`config.mk`:
```
export PLATFORM = sky130hd
export DESIGN_NAME = mem_responder_flat
export DESIGN_NICKNAME = d
export VERILOG_FILES = /design/src/rtl/mem_responder_if.sv /design/src/rtl/mem_responder.sv /design/src/flat_wrapper.sv
export SDC_FILE = /design/constraint.sdc
export NUM_CORES = 2
export LEC_CHECK = 0
export CAP_MARGIN = 20
export CORE_MARGIN = 3
export CORE_UTILIZATION = 49
export CTS_BUF_LIST = sky130_fd_sc_hd__clkbuf_4
export DETAILED_ROUTE_END_ITERATION = 8
export SLEW_MARGIN = 40
export SYNTH_ARGS = -nofsm -noshare
export SYNTH_HDL_FRONTEND = slang
export SYNTH_SLANG_ARGS = --single-unit
export TNS_END_PERCENT = 30
```
`constraint.sdc`:
```
create_clock -name clk -period 12 [get_ports clk]
set_clock_uncertainty 0.15 [all_clocks]
set_input_delay 3.6 -clock clk [delete_from_list [all_inputs] [get_ports clk]]
set_output_delay 3.6 -clock clk [all_outputs]
set_load 0.03 [all_outputs]
```
`src/rtl/mem_responder_if.sv`:
```
// rtl/mem_responder_if.sv - memory-strobe bus between controller and responder
interface mem_responder_if #(
  parameter int ADDR_WIDTH = 8,
  parameter int DATA_WIDTH = 16
);
  logic                  MemRead;
  logic                  MemWrite;
  logic [ADDR_WIDTH-1:0] addr;
  logic [DATA_WIDTH-1:0] write_data;
  logic [DATA_WIDTH-1:0] read_data;
  logic                  mem_ready;
  logic                  mem_err;
  logic                  busy;

  modport master (
    output MemRead, MemWrite, addr, write_data,
    input  read_data, mem_ready, mem_err, busy
  );

  modport slave (
    input  MemRead, MemWrite, addr, write_data,
    output read_data, mem_ready, mem_err, busy
  );
endinterface

```
`src/rtl/mem_responder.sv`:
```
// rtl/mem_responder.sv - wait-stated word memory answering controller read/write strobes
module mem_responder #(
  parameter int ADDR_WIDTH  = 8,
  parameter int DATA_WIDTH  = 16,
  parameter int DEPTH       = 256,
  parameter int WAIT_CYCLES = 1
) (
  input  logic            clk,
  input  logic            rst,
  mem_responder_if.slave  bus
);

  typedef enum logic [1:0] {IDLE, WAIT, ACCESS, RESP} state_t;

  // Counter reload so that WAIT lasts exactly WAIT_CYCLES cycles.
  localparam logic [3:0] WAIT_LOAD = (WAIT_CYCLES > 0) ? 4'(WAIT_CYCLES - 1) : 4'd0;
  localparam logic [ADDR_WIDTH:0] DEPTH_W = (ADDR_WIDTH + 1)'(DEPTH);

  state_t                state_q, state_d;
  logic [3:0]            cnt_q, cnt_d;
  logic                  rd_q, rd_d;
  logic                  wr_q, wr_d;
  logic [ADDR_WIDTH-1:0] addr_q, addr_d;
  logic [DATA_WIDTH-1:0] wdata_q, wdata_d;
  logic [DATA_WIDTH-1:0] read_data_q, read_data_d;
  logic                  ready_q, ready_d;
  logic                  err_q, err_d;
  logic                  busy_q, busy_d;
  logic                  mem_we;
  logic                  in_range;
  logic                  accept;

  logic [DATA_WIDTH-1:0] mem [DEPTH];

  // State and wait counter; reset aborts any in-flight access.
  always_ff @(posedge clk or negedge rst) begin
    if (!rst) begin
      state_q <= IDLE;
      cnt_q   <= '0;
    end else begin
      state_q <= state_d;
      cnt_q   <= cnt_d;
    end
  end

  // Next-state: accept only in IDLE, count down in WAIT, fixed ACCESS->RESP->IDLE.
  always_comb begin
    state_d = state_q;
    cnt_d   = cnt_q;
    case (state_q)
      IDLE: begin
        if (bus.MemRead || bus.MemWrite) begin
          if (WAIT_CYCLES > 0) begin
            state_d = WAIT;
            cnt_d   = WAIT_LOAD;
          end else begin
            state_d = ACCESS;
          end
        end
      end
      WAIT: begin
        if (cnt_q == 4'd0) state_d = ACCESS;
        else               cnt_d   = cnt_q - 4'd1;
      end
      ACCESS:  state_d = RESP;
      default: state_d = IDLE;
    endcase
  end

  // Outputs and request latches: everything is computed here and registered below.
  always_comb begin
    accept      = (state_q == IDLE) && (bus.MemRead || bus.MemWrite);
    rd_d        = accept ? bus.MemRead    : rd_q;
    wr_d        = accept ? bus.MemWrite   : wr_q;
    addr_d      = accept ? bus.addr       : addr_q;
    wdata_d     = accept ? bus.write_data : wdata_q;
    in_range    = {1'b0, addr_q} < DEPTH_W;
    ready_d     = (state_q == ACCESS);
    err_d       = (state_q == ACCESS) && ((rd_q && wr_q) || !in_range);
    mem_we      = (state_q == ACCESS) && wr_q && !rd_q && in_range;
    read_data_d = read_data_q;
    if ((state_q == ACCESS) && rd_q && !wr_q) begin
      read_data_d = in_range ? mem[addr_q] : '0;
    end
    busy_d      = (state_d != IDLE);
  end

  // Registered outputs and latched request fields.
  always_ff @(posedge clk or negedge rst) begin
    if (!rst) begin
      rd_q        <= 1'b0;
      wr_q        <= 1'b0;
      addr_q      <= '0;
      wdata_q     <= '0;
      read_data_q <= '0;
      ready_q     <= 1'b0;
      err_q       <= 1'b0;
      busy_q      <= 1'b0;
    end else begin
      rd_q        <= rd_d;
      wr_q        <= wr_d;
      addr_q      <= addr_d;
      wdata_q     <= wdata_d;
      read_data_q <= read_data_d;
      ready_q     <= ready_d;
      err_q       <= err_d;
      busy_q      <= busy_d;
    end
  end

  // Array write; contents are deliberately not reset.
  always_ff @(posedge clk) begin
    if (mem_we) mem[addr_q] <= wdata_q;
  end

  assign bus.read_data = read_data_q;
  assign bus.mem_ready = ready_q;
  assign bus.mem_err   = err_q;
  assign bus.busy      = busy_q;

endmodule
```
`src/flat_wrapper.sv`:
```
// flat-port wrapper written by rule: the top's interface ports become plain ports
module mem_responder_flat 
#(
  parameter int ADDR_WIDTH  = 8,
  parameter int DATA_WIDTH  = 16,
  parameter int DEPTH       = 256,
  parameter int WAIT_CYCLES = 1
)
  (clk, rst, bus_MemRead, bus_MemWrite, bus_addr, bus_write_data, bus_read_data, bus_mem_ready, bus_mem_err, bus_busy);
  mem_responder_if #(.ADDR_WIDTH(ADDR_WIDTH), .DATA_WIDTH(DATA_WIDTH)) bus_i ();
  input  logic clk;
  input  logic rst;
  input wire logic [$bits(bus_i.MemRead)-1:0] bus_MemRead;
  input wire logic [$bits(bus_i.MemWrite)-1:0] bus_MemWrite;
  input wire logic [$bits(bus_i.addr)-1:0] bus_addr;
  input wire logic [$bits(bus_i.write_data)-1:0] bus_write_data;
  output wire logic [$bits(bus_i.read_data)-1:0] bus_read_data;
  output wire logic [$bits(bus_i.mem_ready)-1:0] bus_mem_ready;
  output wire logic [$bits(bus_i.mem_err)-1:0] bus_mem_err;
  output wire logic [$bits(bus_i.busy)-1:0] bus_busy;
  assign bus_i.MemRead = bus_MemRead;
  assign bus_i.MemWrite = bus_MemWrite;
  assign bus_i.addr = bus_addr;
  assign bus_i.write_data = bus_write_data;
  assign bus_read_data = bus_i.read_data;
  assign bus_mem_ready = bus_i.mem_ready;
  assign bus_mem_err = bus_i.mem_err;
  assign bus_busy = bus_i.busy;
  mem_responder #(.ADDR_WIDTH(ADDR_WIDTH), .DATA_WIDTH(DATA_WIDTH), .DEPTH(DEPTH), .WAIT_CYCLES(WAIT_CYCLES)) u_core (.clk(clk), .rst(rst), .bus(bus_i));
endmodule
```
==> reports/results.md <==
* Port Buf Inserts: 46
* number of sinks handled by clock tree synthesis: 4,147
* CTS-repair resized insts: 0
* setup violators final: 0
* Power Dens Cells: 245 nW/um2
* 1st-iter DRT viols: 11,100
* footprint of the flip-flops and latches: 124,000 um2
* Worst setup EP type: output port
* dominant combinational cell family by area after synthesis: multiplexers
* worst reg2reg endpoint: u_core.bus.read_data[10]$_DFFE_PN0P_
* number of buffers created by CTS: 1,138
* wire length after detailed routing: 449,000 um
* Syn Area/Cell: 22.0 um2
* CTS H-tree lvls: 7
* overall die height: 575 um
* multi-input logic area: 33,200 um2
* total iterations of the first detailed-routing run: 6
* # fillers: 24,600
* met3 usage in global routing: 7.38%
* hold buffers post-CTS: 0
* fraction of registers with async set/reset: 1.23%
* maximum frequency from static timing analysis: 0.147 GHz
* total buffers and inverters traversed by the critical path: 1
* signal arrival time at the worst endpoint: 3.04 ns
* synthesized-area fraction occupied by adder cells: 0.0157%
* busiest layer in global routing: met2
* Wirelength per Cell: 33.6 um
* HPWL Detailed: 266,000 um
* Critical Path Slowest Stage Cell: sky130_fd_sc_hd__clkdlybuf4s50_1
* number of nets in the final layout: 8,435
* R2R Path Start: u_core.addr_q[0]$_DFFE_PN0P_
* simple logic cell fraction of the synthesized area: 1.93%
* grt total ovfl: 0
* crit-path max cell delay: 0.78 ns
* total of warnings raised by yosys: 0
* DRT antenna net count: 0
* Hold Path Class: register to register
* count of cell types in the netlist: 67
* drc violations: 0
* number of global-route vias before repair: 85,600
* synthesized flop and latch total: 4,147
* Core Rows: 208
* buffer count from post-CTS setup fixing: 0
* Tcrit/Tclk final: 56.6%
* Compound-Gate Fraction of Synth Area: 2.85%
* start-to-end type of the worst setup path: register to output port
* GR met1 Demand/Resource: 37.4%
* setup repair after global routing missed its margin: false
* initial standard-cell utilization of the core: 49.4%
* flip-flop cell with the highest count after synthesis: sky130_fd_sc_hd__edfxtp_1
* DR vias/cell: 6.26
* result of the run: completed
* normalized max-slew margin: 34.5%
* Root Driver: sky130_fd_sc_hd__clkbuf_4
* # IOs: 47
* Post-synth EDFFs: 4,096
* weighted congestion reported at the end of routability-driven placement: 0.888
* minimum clock period: 6.79 ns
* proportion of layout cells with a drive suffix above 1: 36.6%
* Worst setup SP type: register
* Max Buffers Root-to-Sink: 5
* latest clock arrival within the worst-skew pair: 1.63 ns
* CTS tree: done
* setup tns final: 0 ns
* global routing usage summed across all routing layers: 27.4%
* pin count of the biggest net entering global routing: 169
* fin. max-slew vios: 0
* Die Outline Area: 331,000 um2
* synthesized-area fraction occupied by xor and xnor cells: 0.0110%
* reg2reg path depth: 8
* Maximum Capacitance Violations: 0
* critical path fanouts, max: 2
* number of antenna violations at the first check in global routing: 24
* vias: 83,800
* hold path start: u_core.cnt_q[3]$_DFFE_PN0P_
* multiplexer share of the synthesized area: 15.6%
* utilization after layout: 56.1%
* floorplan core area: 322,000 um2
* Reg clk slew, reported paths: 0.06 ns
* crit-path cells: clkdlybuf4s50_1
* slack of the worst reg-to-reg path: 6.41 ns
* WHS Path Cells: 2
* Final Hold Fails: 0
* Crit path required time: 8.25 ns
* kind of cell adding the most delay to the critical path: buffers and inverters
* synthesis-to-layout area growth: 13.7%
* worst slew pin tran: 0.975 ns
* first-pass GRT wire length: 635,000 um
* post-synthesis sequential area ratio: 78.2%
* met2 track demand over resource: 41.8%
* Net Count, Synth: 7,249
* Post-Syn Area: 159,000 um2
* cell count after synthesis: 7,219
* Horiz. Die Dim: 575 um
* Worst Hold Path EP: u_core.cnt_q[3]$_DFFE_PN0P_
* highest ir drop seen on vdd: 248 uV
* leakage power figure: 57.9 nW
==> where the power goes <==
part	internal, mW	total [mW]	switching, mW
sequential	18.2	18.8	0.602
clock	6.47	12.0	5.57
combinational	4.52	13.5	8.97
total	29.2	44.3	15.1
==> routing by layer <==
| metal | part of all wire [%] | wire length, um | vias up |
|---|---|---|---|
| met4 | 4.0 | 18000 | 10 |
| met5 | 0.013 | 58 | - |
| li1 | - | - | 33600 |
| met2 | 47 | 212000 | 4985 |
| met1 | 39 | 174000 | 44300 |
| met3 | 9.9 | 44300 | 824 |
==> cell usage in the layout, fill, tap and decap left out, types with 43 or more instances in the layout <==
cell type,count
sky130_fd_sc_hd__nand2_1,123
sky130_fd_sc_hd__clkbuf_4,1639
sky130_fd_sc_hd__buf_4,367
sky130_fd_sc_hd__mux2i_1,303
sky130_fd_sc_hd__mux2_2,43
sky130_fd_sc_hd__clkdlybuf4s50_1,45
sky130_fd_sc_hd__o22ai_1,177
sky130_fd_sc_hd__mux4_2,942
sky130_fd_sc_hd__edfxtp_1,4096
sky130_fd_sc_hd__clkinv_1,119
sky130_fd_sc_hd__nand3_1,58
sky130_fd_sc_hd__nor2_2,45
sky130_fd_sc_hd__nor2_1,219
sky130_fd_sc_hd__a22oi_1,103
sky130_fd_sc_hd__o21ai_0,65
sky130_fd_sc_hd__a21oi_1,60
==> sequential cells by signal (all words and copies together), names as in the netlist <==
name	flops
u_core.addr_q	8
u_core.bus.mem_err	1
u_core.mem	4096
u_core.wr_q	1
u_core.bus.mem_ready	1
u_core.rd_q	1
u_core.bus.busy	1
u_core.cnt_q	4
u_core.bus.read_data	16
u_core.state_q	2
u_core.wdata_q	16
==> worst min-delay path, delay by kind of cell, from the launching register on <==
kind	cells	cell delay, ns
DFF	1	0.37
and+or+nand+nor	1	0.07
xor gates and xnor gates	1	0.07
==> cells by family (layout without fill, tap and decap cells) <==
logic type,count (synthesis),after routing
adder cells (fa/ha/maj),2,2
flip-flops,4147,4147
other,0,12
AND/OR/NAND/NOR,677,677
multiplexers,1290,1290
buffers and inverters,443,2297
AO/OA/AOI/OAI,658,658
XOR/XNOR,2,2
==> cells in the mapped netlist, types with 33 or more instances <==
library cell                  n  area (um2)
sky130_fd_sc_hd__mux4_2     942       21200
sky130_fd_sc_hd__o22ai_1    177        1110
sky130_fd_sc_hd__nand2_1    127         477
sky130_fd_sc_hd__o221ai_1    36         315
sky130_fd_sc_hd__clkbuf_1   165         619
sky130_fd_sc_hd__o22a_1      33         289
sky130_fd_sc_hd__mux2_2      43         484
sky130_fd_sc_hd__nor3_1      79         395
sky130_fd_sc_hd__buf_4       54         405
sky130_fd_sc_hd__edfxtp_1  4096      123000
sky130_fd_sc_hd__o21ai_0     70         350
sky130_fd_sc_hd__buf_2      158         791
sky130_fd_sc_hd__buf_1       38         143
sky130_fd_sc_hd__mux2i_1    305        3050
sky130_fd_sc_hd__nand3_1     68         340
sky130_fd_sc_hd__a21oi_1     60         300
sky130_fd_sc_hd__dfrtp_1     51        1280
sky130_fd_sc_hd__a211oi_1    37         278
sky130_fd_sc_hd__nor2_1     290        1090
sky130_fd_sc_hd__a22oi_1    103         773
==> area by class of cell <==
class	count	area share [%]
flip-flops and latches	4147	68.8
multi-input cells	2629	18.4
clock buffers	1639	6.81
well taps	4305	2.98
repair buffers	481	2.43
clock inverters	169	0.559
inverters	8	0.0208
diodes	12	0.0166
==> per-stage QoR <==
stage	area [um2]	setup WS (ns)	hold WS, ns	power, mW	std cells
2_1_floorplan	159000	7.07	0.333	27.0	7219
4_1_cts	180000	5.00	0.408	44.5	13400
5_1_grt	181000	5.06	0.444	46.0	13400
3_3_place_gp	166000	6.10	0.378	32.1	11500
3_5_place_dp	167000	6.33	0.387	32.5	11600
6_report	181000	5.21	0.404	44.3	13400
==> worst max path at each step <==
stage	from	depth (start not counted)	slack [ns]	end
after floorplan	bus_MemWrite	4	7.07	u_core.wdata_q[0]$_DFFE_PN0P_
after global placement	u_core.addr_q[3]$_DFFE_PN0P_	9	6.10	u_core.bus.read_data[15]$_DFFE_PN0P_
after detailed placement	u_core.addr_q[0]$_DFFE_PN0P_	8	6.33	u_core.bus.read_data[10]$_DFFE_PN0P_
after CTS	u_core.bus.read_data[9]$_DFFE_PN0P_	1	5.00	bus_read_data[9]
after global routing	u_core.bus.read_data[9]$_DFFE_PN0P_	1	5.06	bus_read_data[9]
final	u_core.bus.read_data[9]$_DFFE_PN0P_	1	5.21	bus_read_data[9]
(Power assumes the default switching activity.)
